--- config.mk ---
export PLATFORM = sky130hd
export DESIGN_NAME = recording_playback_reader
export DESIGN_NICKNAME = d
export VERILOG_FILES = /design/src/rtl/recording_playback_reader.sv
export SDC_FILE = /design/constraint.sdc
export NUM_CORES = 1
export LEC_CHECK = 0
export CORE_MARGIN = 2
export CORE_UTILIZATION = 51
export CTS_CLUSTER_DIAMETER = 200
export DETAILED_ROUTE_END_ITERATION = 6
export GPL_ROUTABILITY_DRIVEN = 0
export PLACE_DENSITY_LB_ADDON = 0.1
export SLEW_MARGIN = 20
export SYNTH_ARGS = -nofsm -noshare
export SYNTH_HDL_FRONTEND = slang
export SYNTH_SLANG_ARGS = --single-unit
--- constraint.sdc ---
create_clock -name clock_50Mhz -period 3.7 [get_ports clock_50Mhz]
set_input_delay 0.74 -clock clock_50Mhz [delete_from_list [all_inputs] [get_ports clock_50Mhz]]
set_output_delay 0.74 -clock clock_50Mhz [all_outputs]
set_load 0.01 [all_outputs]
--- src/rtl/recording_playback_reader.sv ---
// Replays recorded {key_mask, duration_ms} words from the recording buffer as a timed key mask.
// Build option PLAYBACK_LOOP_EN: wrap to record 0 after the last record instead of stopping.
module recording_playback_reader #(
  parameter int ADDR_WIDTH     = 12,
  parameter int KEY_COUNT      = 6,
  parameter int DURATION_WIDTH = 10
) (
  input  logic                  clock_50Mhz,
  input  logic                  reset,
  input  logic                  tick_1kHz,
  input  logic                  start,
  input  logic                  stop,
  input  logic [ADDR_WIDTH-1:0] record_length,
  output logic                  mem_read_req,
  output logic [ADDR_WIDTH-1:0] mem_address,
  input  logic                  mem_read_valid,
  input  logic [15:0]           mem_read_data,
  output logic [KEY_COUNT-1:0]  output_KeyMask,
  output logic                  busy,
  output logic                  done
);

  typedef enum logic [1:0] {
    IDLE,
    FETCH,
    WAIT,
    PLAY
  } readerState;

  readerState                state, stateNext;
  logic [ADDR_WIDTH-1:0]     index, indexNext;
  logic [ADDR_WIDTH-1:0]     length, lengthNext;
  logic [DURATION_WIDTH-1:0] count, countNext;
  logic [KEY_COUNT-1:0]      mask, maskNext;
  logic                      doneReg, doneNext;
  logic                      lastRecord;
  logic [DURATION_WIDTH-1:0] recDuration;

  assign lastRecord  = (index == length - ADDR_WIDTH'(1));
  assign recDuration = mem_read_data[DURATION_WIDTH-1:0];

  always_ff @(posedge clock_50Mhz) begin
    if (reset) begin
      state   <= IDLE;
      index   <= '0;
      length  <= '0;
      count   <= '0;
      mask    <= '0;
      doneReg <= 1'b0;
    end else begin
      state   <= stateNext;
      index   <= indexNext;
      length  <= lengthNext;
      count   <= countNext;
      mask    <= maskNext;
      doneReg <= doneNext;
    end
  end

  always_comb begin
    stateNext  = state;
    indexNext  = index;
    lengthNext = length;
    countNext  = count;
    maskNext   = mask;
    doneNext   = 1'b0;
    // stop outranks everything, including a simultaneous start from IDLE
    if (stop) begin
      if (state != IDLE) begin
        stateNext = IDLE;
        maskNext  = '0;
      end
    end else begin
      case (state)
        IDLE: begin
          if (start) begin
            if (record_length == '0) begin
              doneNext = 1'b1;
            end else begin
              lengthNext = record_length;
              indexNext  = '0;
              stateNext  = FETCH;
            end
          end
        end
        FETCH: stateNext = WAIT;
        WAIT: begin
          if (mem_read_valid) begin
            maskNext  = mem_read_data[15 -: KEY_COUNT];
            countNext = (recDuration == '0) ? DURATION_WIDTH'(1) : recDuration;
            stateNext = PLAY;
          end
        end
        PLAY: begin
          if (tick_1kHz) begin
            if (count == DURATION_WIDTH'(1)) begin
              if (lastRecord) begin
                doneNext = 1'b1;
`ifdef PLAYBACK_LOOP_EN
                indexNext = '0;
                stateNext = FETCH;
`else
                maskNext  = '0;
                stateNext = IDLE;
`endif
              end else begin
                indexNext = index + ADDR_WIDTH'(1);
                stateNext = FETCH;
              end
            end else begin
              countNext = count - DURATION_WIDTH'(1);
            end
          end
        end
        default: stateNext = IDLE;
      endcase
    end
  end

  assign mem_read_req   = (state == FETCH);
  assign mem_address    = index;
  assign output_KeyMask = mask;
  assign busy           = (state != IDLE);
  assign done           = doneReg;

endmodule

==> flow_metrics.tcl, run 1 <==
set metrics [dict create \
    status "finished clean" \
    numPortBuffers 54 \
    p_leak_nw 1.16 \
    vdd_drop_max_mv 0.189 \
    fillerInstances 457 \
    start_util_pct 52.1 \
    slowest_stage "or4_1" \
    rows 26 \
    cp-start-kind "register" \
    cts.sinks 43 \
    drcViolationCount 0 \
    grt_pass1_vias 2304 \
    overflow 0 \
    tightestPinTransition_ns 0.837 \
    antennaDiodeCount 0 \
    post-route-util_pct 65.6 \
    layout.nets 417 \
    clkLatencyLatePin_ns 0.30 \
    grt_util_met3_pct 3.57 \
    timing.hold.ws_ns 0.483 \
    grt_max_degree 25 \
    r2r_slack_ns 0.75 \
    path_max_fanout 10 \
    critPathBufInv 1 \
    ys_ff_latch 43 \
    critPathMaxStageDelay_ns 0.55 \
    crit_top_cell "a21oi_1" \
    intPower_w 0.000719 \
    finalHoldViolCount 0 \
    cts-root-buf "clkbuf_8" \
    p_comb_share_pct 19.7 \
    async_reset_ff_share_pct 0 \
    synth-seq-area-share_pct 33.0 \
    antenna_left 0 \
    multi_input_comb_area_mm2 0.00163 \
    io_pins 55 \
    synth_ff_type "dfxtp_1" \
    gr-usage-all-layers_pct 23.4 \
    syn_avg_cell_area_um2 8.01 \
    power.total_w 0.000980 \
    endpoint_kind "register" \
    cp.required_ns 3.93 \
    fmax_mhz 339 \
    finalSetupViolCount 0 \
    drv_slew 0 \
    hpwl_um 4680 \
    cp_top_family "compound AO/OA/AOI/OAI gates" \
    path_cells "inv_1 -> ha_1 -> or3b_1 -> o31ai_1 -> a21oi_1 -> o2bb2ai_2 -> o31ai_4 -> or4_1 -> a21oi_1" \
    die_height_um 75.6 \
    r2r_start "length[0]" \
    initialDrtViolationCount 177 \
    antenna_found_initial 0 \
    drt-pass1-iter-count 4 \
    synth_edf_count 0 \
    viasPerCell 5.76 \
    cap_violations 0 \
    clock_path_buffers 2 \
    crit_type "reg -> reg" \
    die_x_um 75.6 \
    post-route-period-util_pct 79.8 \
    power_switching_w 0.000261 \
    met1_usage_pct 31.2 \
    synth_cell_type_count 57 \
    whs_path_depth 1 \
    vias 2556 \
    clock_skew_ns 0.00503 \
    cts_tree "built" \
    holdCritPathClass "reg -> reg" \
    syn_nets 369 \
    worstReg2RegEnd "mem_address[11]" \
    die_area_mm2 0.00571 \
    swShare_pct 26.6 \
    core_mm2 0.00501 \
    synthCells 326 \
    layout-drive-gt1-share_pct 5.88 \
    slew_headroom_pct 43.7 \
    netlist_area_mm2 0.00261 \
    yosysWarnings 0 \
    cts_setup_buffers 0 \
    grt_pass1_wl_um 10400 \
    wl_um 6240 \
    hold_end "output_KeyMask[3]" \
    hp-start "output_KeyMask[3]" \
    reg2reg_depth 9 \
    grt-busiest-layer "met2" \
    cts_buffers 5 \
    rsz0062_at_grt "false" \
    syn_to_final_growth_pct 25.9 \
    finalSetupTns_ns 0 \
    seq_area_um2 861 \
    clk_pin_slew_ns 0.08 \
    fin_cells 444 \
    wire_per_inst_um 14.1 \
    met2_usage_pct 38.8 \
    placedCellCount 437 \
    cp_data_arrival_time_ns 3.18 \
    h-tree-depth 2 \
    period_minus_slack_ns 2.95 \
    holdBufCountCts 0 \
    clkPwrFrac_pct 30.5 \
    power.sequential.fraction_pct 49.8 \
    cts_resized 0 \
    pwr_density_cell_mw_per_mm2 298 \
]
-- synth_stat cells (3+ instances only) --
cell type,count,area share (%)
o211ai_1,3,0.86
nor4_1,9,2.2
or4_1,4,1.2
dfxtp_1,43,33
nand3_1,8,1.5
o31a_1,3,1.0
nand2b_1,3,0.72
xor2_1,6,2.0
nor3b_1,3,0.86
or3_1,8,1.9
a21oi_1,35,6.7
o31ai_1,6,1.7
ha_1,9,4.3
xnor2_1,6,2.0
nor2b_1,3,0.72
o21ai_0,16,3.1
a22o_1,7,2.3
and3_1,5,1.2
nand2_1,26,3.7
nand4_1,3,0.72
clkbuf_1,12,1.7
inv_1,15,2.2
nor2_1,36,5.2
nor3_1,8,1.5
mux2i_1,9,3.5
a31oi_1,5,1.2
-- stage by stage --
stage	area (um^2)	setup WS (ns)
after floorplan	2610	1.07
after CTS	3290	0.748
final	3290	0.748
after detailed placement	3200	0.538
after global placement	3200	0.586
after global routing	3290	0.511
-- layout make-up --
class	count	area share, %
timing repair buffer	57	17.1
clock buffer	6	2.51
tap	70	2.66
clock inverter	1	0.152
multi-input combinational	252	49.6
sequential	43	26.2
inverter	15	1.71
-- power by group through the flow --
| stage | combinational (W) | clock (W) | sequential [W] |
|---|---|---|---|
| 2_1_floorplan | 0.000125 | 0 | 0.000495 |
| 3_3_place_gp | 0.000189 | 0 | 0.000499 |
| 3_5_place_dp | 0.000191 | 0 | 0.000499 |
| 4_1_cts | 0.000192 | 0.000308 | 0.000488 |
| 5_1_grt | 0.000213 | 0.000327 | 0.000491 |
| 6_report | 0.000193 | 0.000299 | 0.000488 |
-- sequential cells by signal (all words and copies together), names as in the netlist --
signal,cells
mem_address,12
done,1
state,2
length,12
count,10
output_KeyMask,6
-- cells in the final DEF (no fill, tap or decap), types with 4 or more instances in the layout --
master	n
a31oi_1	5
clkbuf_8	6
nand3_1	8
dfxtp_1	43
ha_1	9
clkdlybuf4s50_1	54
nor3_1	8
a22o_1	7
nor2_1	36
o31ai_1	6
or3_1	8
nand2_1	26
and3_1	5
o21ai_0	16
xnor2_1	6
a21oi_1	35
or4_1	4
xor2_1	6
mux2i_1	9
nor4_1	8
inv_1	15
-- how the worst max path moves through the flow --
stage / start / to / slack (ns) / depth (start not counted)
after detailed placement: record_length[2] / mem_address[3] / 0.54 / 7
after global placement: record_length[2] / mem_address[3] / 0.59 / 7
after global routing: length[0] / mem_address[8] / 0.51 / 9
after CTS: length[0] / mem_address[11] / 0.75 / 9
final: length[0] / mem_address[11] / 0.75 / 9
after floorplan: length[2] / mem_address[10] / 1.07 / 8
-- worst reg2reg max path, cell delays in order (launching register included) --
cell and delay (ns):
dfxtp_1 0.38, inv_1 0.11, ha_1 0.25, or3b_1 0.46
o31ai_1 0.34, a21oi_1 0.14, o2bb2ai_2 0.34, o31ai_4 0.16
or4_1 0.55, a21oi_1 0.15
-- per-layer routing --
layer / wire length (um) / part of all wire [%]
met5: 0 / 0
met4: 78 / 1.2
met3: 245 / 3.9
met2: 3040 / 49
met1: 2880 / 46
-- cell families after synthesis --
kind of cell	count (synthesis)	share of synthesized area [%]
AO/OA/AOI/OAI	94	24.7
XOR/XNOR	13	4.65
adder cells (fa/ha/maj)	9	4.31
buffers and inverters	31	4.79
flip-flops	43	33.0
multiplexers	10	3.88
AND/OR/NAND/NOR	126	24.7
No activity file was read; power rests on OpenSTA's default activity.
==> run 2, diff against run 1 <==
--- a/config.mk
+++ b/config.mk
@@ -6,7 +6,7 @@
 export NUM_CORES = 1
 export LEC_CHECK = 0
 export CORE_MARGIN = 2
-export CORE_UTILIZATION = 51
+export CORE_UTILIZATION = 46
 export CTS_CLUSTER_DIAMETER = 200
 export DETAILED_ROUTE_END_ITERATION = 6
 export GPL_ROUTABILITY_DRIVEN = 0
==> constraint.sdc (replaced) <==
create_clock -name clock_50Mhz -period 2.67 [get_ports clock_50Mhz]
set_input_delay 0.534 -clock clock_50Mhz [delete_from_list [all_inputs] [get_ports clock_50Mhz]]
set_output_delay 0.534 -clock clock_50Mhz [all_outputs]
set_load 0.01 [all_outputs]
==> run 2 against run 1 <==
First-iteration DRC count shrank 16%. Critical path depth rose by 1. Total power up 56%. Wire length is 16% higher. Setup slack worse by 0.74 ns. Via count increased by 7.2%. Highest routed layer unchanged. Largest power group unchanged. Non-clock buffer count up 39. Critical endpoint is now mem_address[9]. Critical path type unchanged. Maximum frequency grew 11%.
==> flow_metrics.tcl, run 2 (synthesized netlist as in run 1, its figures left out) <==
set metrics [dict create \
    status "finished clean" \
    cts-root-buf "clkbuf_8" \
    place_ws_ns -0.167 \
    holdBufCountCts 0 \
    clkPwrFrac_pct 32.9 \
    drt-pass1-iter-count 4 \
    cp-start-kind "register" \
    finalHoldViolCount 0 \
    post-route-period-util_pct 99.6 \
    drv_slew 0 \
    seq_area_um2 863 \
    cp_data_arrival_time_ns 2.89 \
    power.sequential.fraction_pct 43.6 \
    die_x_um 79.3 \
    mostFrequentLayoutCell "clkdlybuf4s50_1" \
    core_mm2 0.00551 \
    numPortBuffers 54 \
    mostFrequentLayoutCells "clkdlybuf4s50_1, dfxtp_1, buf_4" \
    vdd_drop_max_mv 0.303 \
    hp-start "output_KeyMask[5]" \
    endpoint_kind "register" \
    die_height_um 79.3 \
    layout-drive-gt1-share_pct 19.4 \
    pwr_density_cell_mw_per_mm2 410 \
    cts_buffers 5 \
    clkLatencyLatePin_ns 0.29 \
    finalSetupTns_ns 0 \
    hpwl_um 5330 \
    fin_area_mm2 0.00374 \
    cts.sinks 43 \
    grt_pass1_vias 2580 \
    vias 2739 \
    gr-usage-all-layers_pct 23.3 \
    viasPerCell 5.65 \
    syn_to_final_growth_pct 43.1 \
    overflow 0 \
    cap_violations 0 \
    setup_ws_ns 0.0119 \
    rows 27 \
    initialDrtViolationCount 149 \
    multi_input_comb_area_mm2 0.00175 \
    antenna_left 0 \
    swShare_pct 27.0 \
    fmax_mhz 376 \
    tightestPinTransition_ns 0.839 \
    fin_cells 485 \
    grt_pass1_wl_um 11800 \
    slew_headroom_pct 43.5 \
    intPower_w 0.00112 \
    wl_um 7220 \
    rsz0062_at_grt "true" \
    wire_per_inst_um 14.9 \
    reg2reg_depth 10 \
    p_comb_share_pct 23.5 \
    clk_pin_slew_ns 0.08 \
    cp.required_ns 2.90 \
    period_minus_slack_ns 2.66 \
    finalSetupViolCount 0 \
    placedCellCount 475 \
    r2r_slack_ns 0.01 \
    r2r_start "length[1]" \
    io_pins 55 \
    placed_cell_area_mm2 0.00347 \
    whs_path_depth 1 \
    antennaDiodeCount 0 \
    power_switching_w 0.000413 \
    path_max_fanout 5 \
    clock_skew_ns 0.00492 \
    clock_path_buffers 2 \
    holdCritPathClass "reg -> reg" \
    fillerInstances 466 \
    p_leak_nw 1.36 \
    grt_max_degree 23 \
    cp-startpoint "length[1]" \
    drcViolationCount 0 \
    h-tree-depth 2 \
    die_area_mm2 0.00630 \
    start_util_pct 47.4 \
    cts_tree "built" \
    layout.nets 456 \
    crit_type "reg -> reg" \
    antenna_found_initial 0 \
]
[run 2: final cells by class]
| type | count | share of cell area, % |
|---|---|---|
| Tap cell | 72 | 2.41 |
| Clock inverter | 2 | 1.00 |
| Clock buffer | 5 | 1.84 |
| Inverter | 15 | 1.57 |
| Sequential cell | 43 | 23.1 |
| Multi-Input combinational cell | 252 | 46.9 |
| Timing Repair Buffer | 96 | 23.2 |
[run 2: path summary, 6_finish.rpt]
kind	endpoint
max	mem_address[9]
min	output_KeyMask[5]
max reg2reg	mem_address[9]
min reg2reg	output_KeyMask[5]
[run 2: power groups by stage]
stage | clock (W) | sequential (W) | combinational [W]
4_1_cts | 0.000506 | 0.000667 | 0.000331
2_1_floorplan | 0 | 0.000685 | 0.000173
6_report | 0.000504 | 0.000668 | 0.000359
3_5_place_dp | 0 | 0.000682 | 0.000321
5_1_grt | 0.000531 | 0.000670 | 0.000391
3_3_place_gp | 0 | 0.000681 | 0.000315
[run 2: worst max-delay path, stage by stage (launching register included)]
cell and delay [ns]:
dfxtp_2 0.34, buf_6 0.11, or4_4 0.44, or4_4 0.44, xnor2_2 0.15, a211o_4 0.30
buf_6 0.13, o31ai_4 0.29, buf_6 0.16, o31ai_2 0.06, a21oi_1 0.16
[run 2: what timing repair did]
action	in CTS	in global routing
endpoints found under the setup margin	15	19
pin swaps	1	12
buffers inserted	0	3
gates cloned	0	0
gates resized for setup	5	25
[run 2: metal layers]
| layer | wire, um | track usage, % | vias to the layer above |
|---|---|---|---|
| met3 | 283 | 3.64 | 5 |
| met5 | 0 | 0 | - |
| met4 | 40 | 5.52 | 0 |
| li1 | - | - | 1370 |
| met1 | 3430 | 30.5 | 1286 |
| met2 | 3470 | 40.3 | 78 |
[run 2: through the flow]
step           power [W]  util [%]  hold WS, ns
2_1_floorplan   0.000858         -        0.457
3_3_place_gp    0.000996      63.1        0.461
3_5_place_dp     0.00100      63.1        0.463
4_1_cts          0.00150      65.6        0.489
5_1_grt          0.00159      67.9        0.506
6_report         0.00153      67.9        0.488
==> RTL edit: new RTL, settings of run 2 <==
Add a define of `PLAYBACK_LOOP_EN`.
--- a/src/rtl/recording_playback_reader.sv
+++ b/src/rtl/recording_playback_reader.sv
@@ -1,5 +1,7 @@
 // Replays recorded {key_mask, duration_ms} words from the recording buffer as a timed key mask.
 // Build option PLAYBACK_LOOP_EN: wrap to record 0 after the last record instead of stopping.
+`define PLAYBACK_LOOP_EN
+
 module recording_playback_reader #(
   parameter int ADDR_WIDTH     = 12,
   parameter int KEY_COUNT      = 6,
Behaviour: not the same (Yosys sat finds a counterexample within 10 cycles, from zero or initial values and one cycle with reset high).
==> RTL edit against run 2 <==
Fmax rose by 7.4%. Sequential share of layout area rose by 2.1 points. Die area rose by 2.1%. Total power fell by 5.0%. Largest power group unchanged. Routed wire length fell by 7.8%. Highest routed layer unchanged. Critical endpoint is now mem_address[3]. Core utilization fell by 6.3 points. Synthesized area rose by 2.2%. Sequential cell count did not move. Worst setup slack improved by 0.18 ns. Non-clock buffer count fell by 28. Final area fell by 8.7%. Via count fell by 1.5%.
==> RTL edit: results (changes against run 2) <==
Worst setup path
  • Slowest cell delay on critical path: 0.41 ns (was 0.44 ns)
  • Setup CP Type: reg2reg (unchanged)
  • Slowest CP cell: or3b_1 (was or4_4)
  • Capturing point of the worst reg2reg path: mem_address[3] (was mem_address[9])
  • Start of the worst register-to-register path: length[1] (unchanged)
  • CP Max Fanout: 19 (was 5)
  • Reg2Reg Setup Slack: 0.20 ns (was 0.01 ns)
  • Reg2reg path depth: 10 (unchanged)

Layout
  • Reg area: 861 sq um (was 863 sq um)
  • Nets: 454 (was 456)
  • Fin cells: 485 (unchanged)
  • Layout cell share with drive strength beyond 1: 6.78% (was 19.4%)
  • Filler cells: 532 (was 466)

Global routing
  • Initial antenna violation count: 0 (unchanged)
  • Largest net degree at the start of global routing: 32 (was 23)
  • Vias in the first global route: 2529 (was 2580)
  • Gr usage total: 21.8% (was 23.3%)
  • First-pass GRT wire length: 11100 um (was 11800 um)

Synth
  • Distinct cells, synth: 45 (was 57)
  • Synth cell count leaders: 57 x nand2_1, 43 x dfxtp_1, 39 x nor2_1 (was 43 x dfxtp_1, 36 x nor2_1, 35 x a21oi_1)
  • Synth async-reset ratio: 0% (unchanged)
  • Sequential-to-total area share from yosys stat: 32.3% (was 33.0%)
  • Main flop type after synthesis: dfxtp_1 (unchanged)
  • Cells after synthesis: 358 (was 326)
  • Top area cells in the synthesized netlist: dfxtp_1 32%, nand2_1 8.0%, mux2i_1 5.6% (was dfxtp_1 33%, a21oi_1 6.7%, nor2_1 5.2%)
  • Synth warn: 0 (unchanged)
  • Post-synth net total: 400 (was 369)

Outcome
  • Outcome: complete, no violations (unchanged)

Power
  • Worst vdd ir: 0.251 mV (was 0.303 mV)
  • Leak: 1.23 nW (was 1.36 nW)

CTS
  • Worst-Skew Late Latency: 0.30 ns
  • CTS Root Cell: clkbuf_8 (unchanged)
  • Hold buffers post-CTS: 0 (unchanged)
  • CTS clock-pin slew for the worst setup and hold paths: 0.09 ns
  • Resized cells post-CTS: 0 (was 5)
  • Max Root-Sink Buffers: 2 (unchanged)
  • CTS H-tree depth: 2 (unchanged)

Placed design
  • Area after DPL: 0.00331 sq mm (was 0.00347 sq mm)
  • PortBufs: 54 (unchanged)
  • Placed cells: 477 (was 475)
  • Pre-CTS setup slack: 0.0848 ns (was -0.167 ns)
  • Dpl hpwl: 4970 um (was 5330 um)

STA
  • Slew HR: 49.8% (was 43.5%)
  • Layout Skew: 0.00526 ns (was 0.00492 ns)
  • Crit path time final: 2.47 ns (was 2.66 ns)

Routing
  • Drt pass-1 iters: 4 (unchanged)
  • Wire per inst: 13.7 um (was 14.9 um)
  • Drt initial violations: 127 (was 149)
  • Via count: 2698 (was 2739)

Hold path
  • Hold Crit Start: output_KeyMask[4] (was output_KeyMask[5])
RTL edit: cell count changes in the layout (fill, tap and decap cells not counted), sizes merged, moves of 7 or more:
cell / before / now
a21oi: 35 / 23
o21ai: 17 / 6
nor3: 8 / 15
a22o: 7 / 0
nand2: 26 / 57
o31ai: 7 / 0
a211oi: 1 / 8
buf: 42 / 14
nand3: 8 / 19
RTL edit: report_power, final:
part,switching (mW),internal [mW]
Combinational,0.158,0.158
Clock,0.245,0.211
Sequential,0.0219,0.660
RTL edit: cell families (layout without fill, tap and decap cells):
family | count (synthesis) | after routing | synth area share [%]
simple gates | 181 | 181 | 33.3
compound gates | 66 | 66 | 15.7
flops | 43 | 43 | 32.3
buf+inv | 32 | 87 | 5.16
mux | 15 | 15 | 5.63
xor+xnor | 13 | 13 | 4.27
fa+ha+maj | 8 | 8 | 3.75
RTL edit: final cells by class:
class                           instances  share of cell area [%]
Clock buffer                            6                    2.42
Timing Repair Buffer                   68                    18.9
Tap cell                               72                    2.64
Sequential cell                        43                    25.2
Inverter                               11                    1.21
Clock inverter                          2                   0.477
Multi-Input combinational cell        283                    49.1
RTL edit: worst min path at each step:
stage                        end  slack, ns  cells past startpoint
6_report       output_KeyMask[4]       0.47                      2
5_1_grt        output_KeyMask[3]       0.50                      2
4_1_cts        output_KeyMask[4]       0.47                      2
3_5_place_dp   output_KeyMask[1]       0.46                      2
3_3_place_gp   output_KeyMask[3]       0.46                      2
2_1_floorplan           count[1]       0.47                      2
RTL edit: layer usage:
| metal | global-route usage [%] | vias up | routed length (um) |
|---|---|---|---|
| met5 | 0 | - | 0 |
| met2 | 38.4 | 54 | 3290 |
| met1 | 26.5 | 1246 | 3040 |
| met4 | 7.29 | 0 | 96 |
| li1 | - | 1387 | - |
| met3 | 3.82 | 11 | 235 |
